===== src/rtl/shift_sequencer_pkg.sv =====
// shift_sequencer_pkg: shared FSM state and shift-op encodings
package shift_sequencer_pkg;
  typedef enum logic [1:0] {IDLE, SHIFT, DONE} state_t;
  localparam logic OP_SLL = 1'b0;
  localparam logic OP_SRA = 1'b1;
endpackage


===== src/rtl/shift_sequencer_shift_stage.sv =====
// shift_stage: one conditional power-of-two shift (2^k) of a 32-bit word
module shift_stage
  import shift_sequencer_pkg::*;
(
  input  logic [31:0] in,
  input  logic [2:0]  k,
  input  logic        enable,
  input  logic        op,
  output logic [31:0] out
);
  logic [4:0]         amt;
  logic signed [31:0] sra;
  logic [31:0]        sll;
  // sra is computed in its own signed variable so the ternary below cannot demote >>> to a logical shift
  always_comb begin
    amt = 5'd1 << k;
    sra = $signed(in) >>> amt;
    sll = in << amt;
    out = !enable ? in : (op == OP_SRA) ? sra : sll;
  end
endmodule


===== src/rtl/shift_sequencer.sv =====
// shift_sequencer: multi-cycle barrel shifter reusing one shift stage per cycle
module shift_sequencer
  import shift_sequencer_pkg::*;
#(
  parameter int EARLY_EXIT = 0
) (
  input  logic        clock,
  input  logic        reset,
  input  logic        start,
  input  logic        op,
  input  logic [31:0] data_in,
  input  logic [4:0]  shamt,
  output logic        busy,
  output logic        done,
  output logic [31:0] result
);
  state_t      state;
  logic [2:0]  k;
  logic [31:0] work;
  logic        op_q;
  logic [4:0]  shamt_q;
  logic [4:0]  rest;
  logic [31:0] stage_out;
  logic        last;
  logic        capture;

  assign result = work;

  // last stage when k hits 0, or earlier when no lower shamt bits remain and early exit is enabled
  always_comb begin
    rest    = shamt_q & ((5'd1 << k) - 5'd1);
    last    = (k == 3'd0) || (EARLY_EXIT != 0 && rest == 5'd0);
    capture = start && state != SHIFT;
  end

  shift_stage u_stage (
    .in     (work),
    .k      (k),
    .enable (shamt_q[k]),
    .op     (op_q),
    .out    (stage_out)
  );

  // FSM with registered busy/done; start is only honoured outside SHIFT
  always_ff @(posedge clock) begin
    if (reset) begin
      state   <= IDLE;
      busy    <= 1'b0;
      done    <= 1'b0;
      work    <= '0;
      k       <= 3'd4;
      op_q    <= OP_SLL;
      shamt_q <= '0;
    end else if (state == SHIFT) begin
      work  <= stage_out;
      k     <= k - 3'd1;
      state <= last ? DONE : SHIFT;
      busy  <= !last;
      done  <= last;
    end else if (capture) begin
      work    <= data_in;
      op_q    <= op;
      shamt_q <= shamt;
      k       <= 3'd4;
      state   <= SHIFT;
      busy    <= 1'b1;
      done    <= 1'b0;
    end else begin
      state <= IDLE;
      busy  <= 1'b0;
      done  <= 1'b0;
    end
  end
endmodule

===== config.mk =====
export PLATFORM = sky130hd
export DESIGN_NAME = shift_sequencer
export DESIGN_NICKNAME = d
export VERILOG_FILES = /design/src/rtl/shift_sequencer_pkg.sv /design/src/rtl/shift_sequencer_shift_stage.sv /design/src/rtl/shift_sequencer.sv
export SDC_FILE = /design/constraint.sdc
export NUM_CORES = 1
export LEC_CHECK = 0
export ABC_AREA = 1
export CAP_MARGIN = 20
export CORE_MARGIN = 5
export CORE_UTILIZATION = 55
export CTS_CLUSTER_DIAMETER = 100
export DETAILED_ROUTE_END_ITERATION = 10
export PLACE_DENSITY = 0.92
export SLEW_MARGIN = 20
export SYNTH_ARGS = -nofsm -noshare
export SYNTH_HDL_FRONTEND = slang
export SYNTH_SLANG_ARGS = --single-unit

===== constraint.sdc =====
create_clock -name clock -period 2.9 [get_ports clock]
set_input_delay 0.58 -clock clock [delete_from_list [all_inputs] [get_ports clock]]
set_output_delay 0.58 -clock clock [all_outputs]
set_load 0.02 [all_outputs]

# == Yosys cells after proc, flatten, opt, wreduce, memory -nomap -nowiden ==
# Index checks and enable logic that the tools add are counted.
# op_classes
bitwise_logic,1
n_lt_le_gt_ge,1
div_mod_pow,0
mul,0
addsub,1
muxes,13
n_reduce_logical,7
n_eq_ne,3
shifts,3
# op_table
op,count
2-to-1 mux 32 bit,4
left shift 32 x 5 -> 32 bit,1
>>> shifter 32 x 5 -> 32 bit,1
2-to-1 mux 3 bit,2
"left shift 1 x 3 -> 5 bit, first input constant",1
"< comparator 3 x 4 -> 1 bit, second input constant",1
2-to-1 mux 1 bit,4
2-to-1 mux 2 bit,2
"inequality test 2 x 1 -> 1 bit, second input constant",2
AND reduction 2 bit,2
binary-select mux 1 bit (select 3 bit),1
zero test 3 bit,1
"subtractor 3 x 1 -> 3 bit, second input constant",1
"== test 2 x 1 -> 1 bit, second input constant",1
nonzero test 2 bit,1
OR reduction 2 bit,1
logical AND 1 bit,1
zero test 1 bit,1
NOT 1 bit,1
# totals
input_bits,41
latch_bits,0
memories,0
regBits,45
ramBits,0
rom_bits,0
out_inout_bits,34

# == Depth between registers and ports, before layout ==
# Gate-level depths: netlist (run 1).
# logic_depth
depth_word,5
ltp_mapped,17

# == By module ==
# A second synthesis (run 1) with hierarchy kept.
# unflattened
hier_cells,1163
hier_area_um2,6048.3
# modules_own_cells
mod,area_each_um2,n_inst,cells_each,seq_area_each_um2
shift_stage,3654.8,1,750,0.0
shift_sequencer,2393.5,1,413,860.8

# == Worst setup path after synthesis (run 1) ==
# OpenSTA, ideal clock, no wires.
# synth_path
kind,register -> register
from,reg k[0]
to,reg work[4] (netlist: result[4])
arrival_time_ps,1842
path_stages_with_launch,12
path_slack_ps,989
t_required_ps,2830
setup_ps,70
synth_period_minus_slack_ps,1911
n_path_buf,2
path_cell_list,dfxtp_1 > inv_1 > ha_1 > buf_4 > inv_1 > nor2_1 > buf_2 > nor3_1 > nand2_1 > and2_1 > o21a_1 > a21oi_1
# synth_between
elab_chain_cells,5
# synth_lines
item,line_no,rtl
"start, declared",shift_sequencer.sv:18,logic [2:0] k;
"start signal, assigned",shift_sequencer.sv:56,k <= k - 3'd1;
left shift 1 x 3 -> 5 bit,shift_sequencer_shift_stage.sv:16,amt = 5'd1 << k;
left shift 32 x 5 -> 32 bit or >>> shifter 32 x 5 -> 32 bit (tied branches),"shift_sequencer_shift_stage.sv:18, shift_sequencer_shift_stage.sv:17",
2-to-1 mux 32 bit (2 in series),shift_sequencer_shift_stage.sv:19,out = !enable ? in : (op == OP_SRA) ? sra : sll;
2-to-1 mux 32 bit,shift_sequencer.sv:54,end else if (state == SHIFT) begin
"end signal, assigned",shift_sequencer.sv:55,work <= stage_out;
"end signal, assigned",shift_sequencer.sv:61,work <= data_in;
"end, declared",shift_sequencer.sv:19,logic [31:0] work;
# Parallel ways exist; a longest one is shown, timed or not. The select of a mux whose other input is x is not followed.
# A chain may end at the register's enable or synchronous reset.

# == Worst setup path in the final report (run 1) ==
# layout_path
from,reg k[0]
to,reg work[26] (netlist: result[26])
# Same word-level chain as after synthesis.

==> results of run 1 <==
-- critical path: stages (launching register included) --
cell and delay [ns]:
dfxtp_1 0.46, inv_1 0.14, ha_1 0.28, nand2_4 0.39
nand2_1 0.21, nand3_1 0.12, nand2_1 0.12, o21ai_2 0.23
nand2_1 0.11, a21oi_1 0.24, nor2_1 0.12, a21oi_1 0.13
-- metrics by stage --
step	hold slack, ns	power, mW	instance area (µm²)	utilization [%]	setup WS [ns]
2_1_floorplan	0.429	1.62	5330	-	0.989
4_1_cts	0.477	2.59	6240	65.1	0.392
6_report	0.477	2.66	6240	65.1	0.254
3_5_place_dp	0.462	2.15	6150	64.1	0.441
3_3_place_gp	0.446	2.14	6150	64.1	0.395
5_1_grt	0.501	2.78	6240	65.1	0.133
-- report_power, final --
group | switching, mW | internal, mW
clock | 0.259 | 0.196
sequential | 0.113 | 0.661
combinational | 0.952 | 0.482
-- routing by layer --
metal	up-vias	wire length [µm]	track usage (%)
met2	650	10500	63.1
li1	3492	-	-
met4	0	1500	19.6
met1	3372	9410	57.7
met5	-	0	0
met3	116	3770	10.4
-- state kept, by name (all words and copies together), names as in the netlist, named ones only --
signal / flops
result: 31
shamt_q: 5
k: 3
busy: 1
done: 1
op_q: 1
-- area by class of cell --
cell class              instances  area, µm²
multi-input cells             847       3880
fillers                       985       3350
repair buffers                103       1010
flip-flops and latches         43        861
inverters                      61        234
well taps                     133        166
clock buffers                   6       82.6
clock inverters                 2       13.8
-- worst max-delay path by stage --
stage | end | slack (ns) | cells past startpoint
floorplan | result[4] | 0.99 | 11
global placement | result[20] | 0.40 | 11
detailed placement | result[20] | 0.44 | 11
CTS | result[20] | 0.39 | 11
global route | result[20] | 0.13 | 11
finish | result[26] | 0.25 | 11
-- synthesized netlist by cell type (2+ instances only) --
| cell type | count | area share, % |
|---|---|---|
| nand2_1 | 342 | 24 |
| nand3_1 | 279 | 26 |
| a21oi_1 | 63 | 5.9 |
| inv_1 | 55 | 3.9 |
| nor2_1 | 54 | 3.8 |
| o21ai_0 | 47 | 4.4 |
| dfxtp_1 | 43 | 16 |
| buf_2 | 27 | 2.5 |
| clkbuf_1 | 16 | 1.1 |
| nand2_2 | 11 | 1.3 |
| o21ai_1 | 8 | 0.75 |
| buf_1 | 7 | 0.49 |
| buf_6 | 7 | 1.5 |
| buf_4 | 6 | 0.85 |
| nand4_1 | 6 | 0.70 |
| ha_1 | 5 | 1.2 |
| nor2_2 | 5 | 0.59 |
| nor3_1 | 5 | 0.47 |
| inv_2 | 4 | 0.28 |
| a211oi_1 | 3 | 0.42 |
| nand2_4 | 3 | 0.63 |
| nand3b_1 | 3 | 0.42 |
| a31oi_1 | 2 | 0.23 |
| and2_1 | 2 | 0.23 |
| nor4_1 | 2 | 0.23 |
-- logic make-up after synthesis --
logic type                 Yosys count
DFF                                 43
buffers and inverters              125
and+or+nand+nor                    714
AOI/OAI and AO/OA                  128
adders and majority gates            5
-- placed cells by master (no fill, tap or decap) --
| cell type | synthesis | routed |
|---|---|---|
| nand2_2 | 11 | 11 |
| nand4_1 | 6 | 6 |
| inv_6 | 1 | 2 |
| nor2_4 | 1 | 1 |
| nand3_1 | 279 | 279 |
| a31oi_1 | 2 | 2 |
| o21ai_1 | 8 | 8 |
| a22o_1 | 1 | 1 |
| o32ai_1 | 1 | 1 |
| o21ai_2 | 1 | 1 |
| ha_1 | 5 | 5 |
| inv_2 | 4 | 4 |
| nand2_4 | 3 | 3 |
| nor3b_1 | 1 | 1 |
| nand3b_1 | 3 | 3 |
| o21a_1 | 1 | 1 |
| inv_1 | 55 | 55 |
| nor2_1 | 54 | 53 |
| buf_12 | 0 | 4 |
| clkbuf_8 | 0 | 6 |
| nor2_2 | 5 | 6 |
| buf_4 | 6 | 25 |
| and2_1 | 2 | 2 |
| nand2_1 | 342 | 342 |
| nor4_1 | 2 | 2 |
| nor3_1 | 5 | 5 |
| a21oi_1 | 63 | 63 |
| clkdlybuf4s50_1 | 0 | 74 |
| o21ai_0 | 47 | 47 |
| a211oi_1 | 3 | 3 |
| clkinv_2 | 0 | 1 |
| clkinv_1 | 1 | 1 |
| o211ai_1 | 1 | 1 |
| dfxtp_1 | 43 | 43 |
==> out/qor.yml, run 1 <==
floorplanning:
  dieArea_um2: 11800
  start_util_pct: 55.6
  rows: 36
  core_um2: 9590
  die_y_um: 108
  io_pins: 75
  die_w_um: 108
worst_hold_path:
  hold_depth: 2
  whs_endpoint: "shamt_q[0]"
  min-delay-start: "shamt_q[0]"
  hold_path.class: "flip-flop to flip-flop"
global_route:
  grt.total_usage_pct: 42.5
  grt_max_degree: 40
  grt_pass1_wl_mm: 38.0
  grt_pass1_vias: 6594
  grt_remaining_overflow: 0
  antenna_found_initial: 0
critical_path:
  cp-end-kind: "flip-flop"
  worstPathArrival_ns: 2.90
  ff2ff_path_depth: 11
  cp.required_ns: 3.16
  ff2ff_setup_slack_ns: 0.25
  path_max_fanout: 34
  r2r-start: "k[0]"
  path_class: "flip-flop to flip-flop"
  r2r_end: "result[26]"
  crit_start: "k[0]"
  cp-start-kind: "flip-flop"
clocking:
  cts_tree: "done"
  clk_path_buf_depth: 2
  holdBufCountCts: 0
  cts_sinks: 43
  post-cts-setup-buffer-count: 0
  cts_resized: 0
  cts-root-buf: "clkbuf_8"
  path_clk_slew_ns: 0.09
  h-tree-depth: 2
  cts_made_buffers: 5
  insertion_delay_ns: 0.33
synth:
  synth_top_family_by_area: "simple AND/OR/NAND/NOR gates"
  syn_inst: 1015
  ys.warnings.count: 0
  synth_mux_area_share_pct: 0
  synth_edf_count: 0
  synth-simple-area-share_pct: 59.0
  avgSynthCellArea_um2: 5.25
  synth_xor_area_share_pct: 0
  syn-num-nets: 1061
  synth_cell_types: 35
  synth_compound_area_share_pct: 12.5
  synthArstFlopShare_pct: 0
  yosysSeqAreaShare_pct: 16.2
  ys.flop_type: "dfxtp_1"
  ys_seq_elements: 43
  syn_area_um2: 5330
  synthAdderAreaFrac_pct: 1.17
drt:
  wl_per_cell_um: 21.0
  first_iter_violations: 1449
  antenna_left: 0
  viasPerCell: 6.38
  drcViolationCount: 0
  drt-total-wl_mm: 25.1
  vias: 7630
  first_pass_iters: 8
status:
  status: "complete, no violations"
timing:
  hold_viol: 0
  rsz0062_at_grt: "no"
  tightest_slew_ns: 0.591
  fin_crit_sh_pct: 91.3
  setup-tns-final_ns: 0
  fmaxAchievable_ghz: 0.378
  setup_viol: 0
  maxSlewViolCount: 0
  skew_ns: 0.0159
  slew_headroom_pct: 60.5
  min_period_ns: 2.65
flow_run:
  cap_viol_max_count: 0
cells_and_area:
  diodes: 0
  synthToLayoutAreaGrowth_pct: 17.1
  drive_gt1_share_pct: 6.03
  fin_nets: 1107
  instances_no_fill: 1195
placement:
  dpl.hpwl_mm: 18.8
  dp_cells: 1187
  gp_congestion: 1.10
  port_buffers: 74
pwr:
  ir_worst_vdd_uv: 311
  p_leak_nw: 3.03
  p_per_area_nw_per_um2: 427
No activity file was read; power rests on OpenSTA's default activity.
==> run 2: changes to the inputs <==
--- a/config.mk
+++ b/config.mk
@@ -7,11 +7,14 @@
 export LEC_CHECK = 0
 export ABC_AREA = 1
 export CAP_MARGIN = 20
+export CELL_PAD_IN_SITES_DETAIL_PLACEMENT = 1
+export CELL_PAD_IN_SITES_GLOBAL_PLACEMENT = 2
 export CORE_MARGIN = 5
-export CORE_UTILIZATION = 55
+export CORE_UTILIZATION = 35
 export CTS_CLUSTER_DIAMETER = 100
 export DETAILED_ROUTE_END_ITERATION = 10
-export PLACE_DENSITY = 0.92
+export DONT_BUFFER_PORTS = 1
+export PLACE_DENSITY = 0.95
 export SLEW_MARGIN = 20
 export SYNTH_ARGS = -nofsm -noshare
 export SYNTH_HDL_FRONTEND = slang
==> run 2 against run 1 <==
  * Die area rose by 51%
  * First-iteration DRC count decreased by 31%
  * Via count shrank 4.1%
  * Clock power rose by 54%
  * Sequential power increased by 11%
  * Critical endpoint is now result[31]
  * Worst setup slack worse by 0.086 ns
  * Critical path depth is 2 higher
  * Sequential share of layout area increased by 1.5 points
  * Wire length increased by 9.5%
  * Power increased by 4.3%
  * Largest cell class unchanged
==> out/qor.yml, run 2 (same netlist as run 1, synthesis figures left out) <==
status:
  status: "complete, no violations"
critical_path:
  cp-end-kind: "flip-flop"
  ff2ff_path_depth: 13
  crit_start: "k[0]"
  worstPathArrival_ns: 2.97
  path_class: "flip-flop to flip-flop"
  path_max_fanout: 7
  endpoint: "result[31]"
  r2r-start: "k[0]"
  r2r_end: "result[31]"
  ff2ff_setup_slack_ns: 0.17
  cp-start-kind: "flip-flop"
  cp.required_ns: 3.14
floorplanning:
  io_pins: 75
  die_y_um: 133
  dieArea_um2: 17800
  rows: 45
  core_um2: 15100
  die_w_um: 133
  start_util_pct: 35.3
global_route:
  antenna_found_initial: 1
  grt_max_degree: 58
  grt.total_usage_pct: 30.2
  grt_pass1_wl_mm: 41.5
  grt_pass1_vias: 6923
  grt_remaining_overflow: 0
placement:
  pre_cts_ws_ns: 0.277
  dp_cells: 1164
  dpl.hpwl_mm: 21.3
  port_buffers: 0
  gp_congestion: 1.09
  post_dp_cell_area_um2: 5460
timing:
  maxSlewViolCount: 0
  hold_viol: 0
  setup-tns-final_ns: 0
  whs_ns: 0.334
  slew_headroom_pct: 39.1
  min_period_ns: 2.73
  rsz0062_at_grt: "no"
  fmaxAchievable_ghz: 0.366
  setup_ws_ns: 0.167
  skew_ns: 0.00854
  tightest_slew_ns: 0.910
  setup_viol: 0
  fin_crit_sh_pct: 94.2
clocking:
  cts_resized: 0
  insertion_delay_ns: 0.31
  post-cts-setup-buffer-count: 0
  holdBufCountCts: 0
  cts_sinks: 43
  cts_tree: "done"
  clk_path_buf_depth: 2
  cts_made_buffers: 5
  cts-root-buf: "clkbuf_16"
  path_clk_slew_ns: 0.07
  h-tree-depth: 2
cells_and_area:
  largest_reg_flops: 31
  final_area_um2: 5630
  synthToLayoutAreaGrowth_pct: 5.56
  diodes: 0
  fin_nets: 1029
  instances_no_fill: 1172
  finish.utilization_pct: 37.3
  layout_commonest_cell: "nand2_1"
  final_cell_mix: "342 x nand2_1, 279 x nand3_1, 63 x a21oi_1"
  drive_gt1_share_pct: 6.10
drt:
  first_pass_iters: 6
  drcViolationCount: 0
  viasPerCell: 6.24
  vias: 7319
  antenna_left: 0
  drt-total-wl_mm: 27.5
  wl_per_cell_um: 23.5
  first_iter_violations: 994
pwr:
  ir_worst_vdd_uv: 246
  p_per_area_nw_per_um2: 494
  p_leak_nw: 2.77
  p_total_mw: 2.78
worst_hold_path:
  hold_path.class: "input port to flip-flop"
flow_run:
  cap_viol_max_count: 0
run 2: cell count changes in the layout (fill, tap and decap cells not counted):
cell,previous run,this run
clkdlybuf4s50_1,74,0
clkbuf_8,6,0
buf_4,25,20
clkbuf_16,0,5
buf_12,4,5
bufinv_16,0,1
clkinv_4,0,1
inv_6,2,1
run 2: critical path, cell delays in order, from the launching register on:
cell and delay [ns]:
dfxtp_1 0.37, inv_1 0.15, ha_1 0.34, inv_1 0.14, nor2_1 0.48, buf_4 0.25
nand2_1 0.07, nand3_1 0.12, a21oi_1 0.07, nor2_1 0.18, o21ai_0 0.13, nand2_1 0.09
nand2_1 0.13, a21oi_1 0.14
run 2: worst min path at each step:
stage                           from    endpoint  slack [ns]  depth (start not counted)
after floorplan           shamt_q[0]  shamt_q[0]        0.43                          2
after global placement    shamt_q[3]  shamt_q[3]        0.45                          2
after detailed placement  shamt_q[2]  shamt_q[2]        0.45                          2
after CTS                      reset        busy        0.33                          1
after global routing           reset        busy        0.33                          1
final                          reset        busy        0.33                          1
run 2: area by class of cell:
class	count	area [µm²]
well taps	188	235
flip-flops and latches	43	861
repair buffers	25	250
inverters	61	234
clock buffers	5	125
clock inverters	3	43.8
fillers	2178	9460
multi-input cells	847	3880
run 2: report_power, final:
| group | leakage, nW | switching, mW | total, mW | internal, mW |
|---|---|---|---|---|
| combinational | 2.33 | 0.879 | 1.21 | 0.335 |
| clock | 0.0838 | 0.293 | 0.701 | 0.408 |
| sequential | 0.357 | 0.201 | 0.862 | 0.661 |
| total | 2.77 | 1.37 | 2.78 | 1.40 |
run 2: per-layer routing:
metal	track usage [%]	vias up	part of all wire, %
li1	-	3322	-
met1	39.8	3425	41
met2	46.0	475	42
met3	8.01	95	11
met4	13.5	2	5.8
met5	0	-	0.044
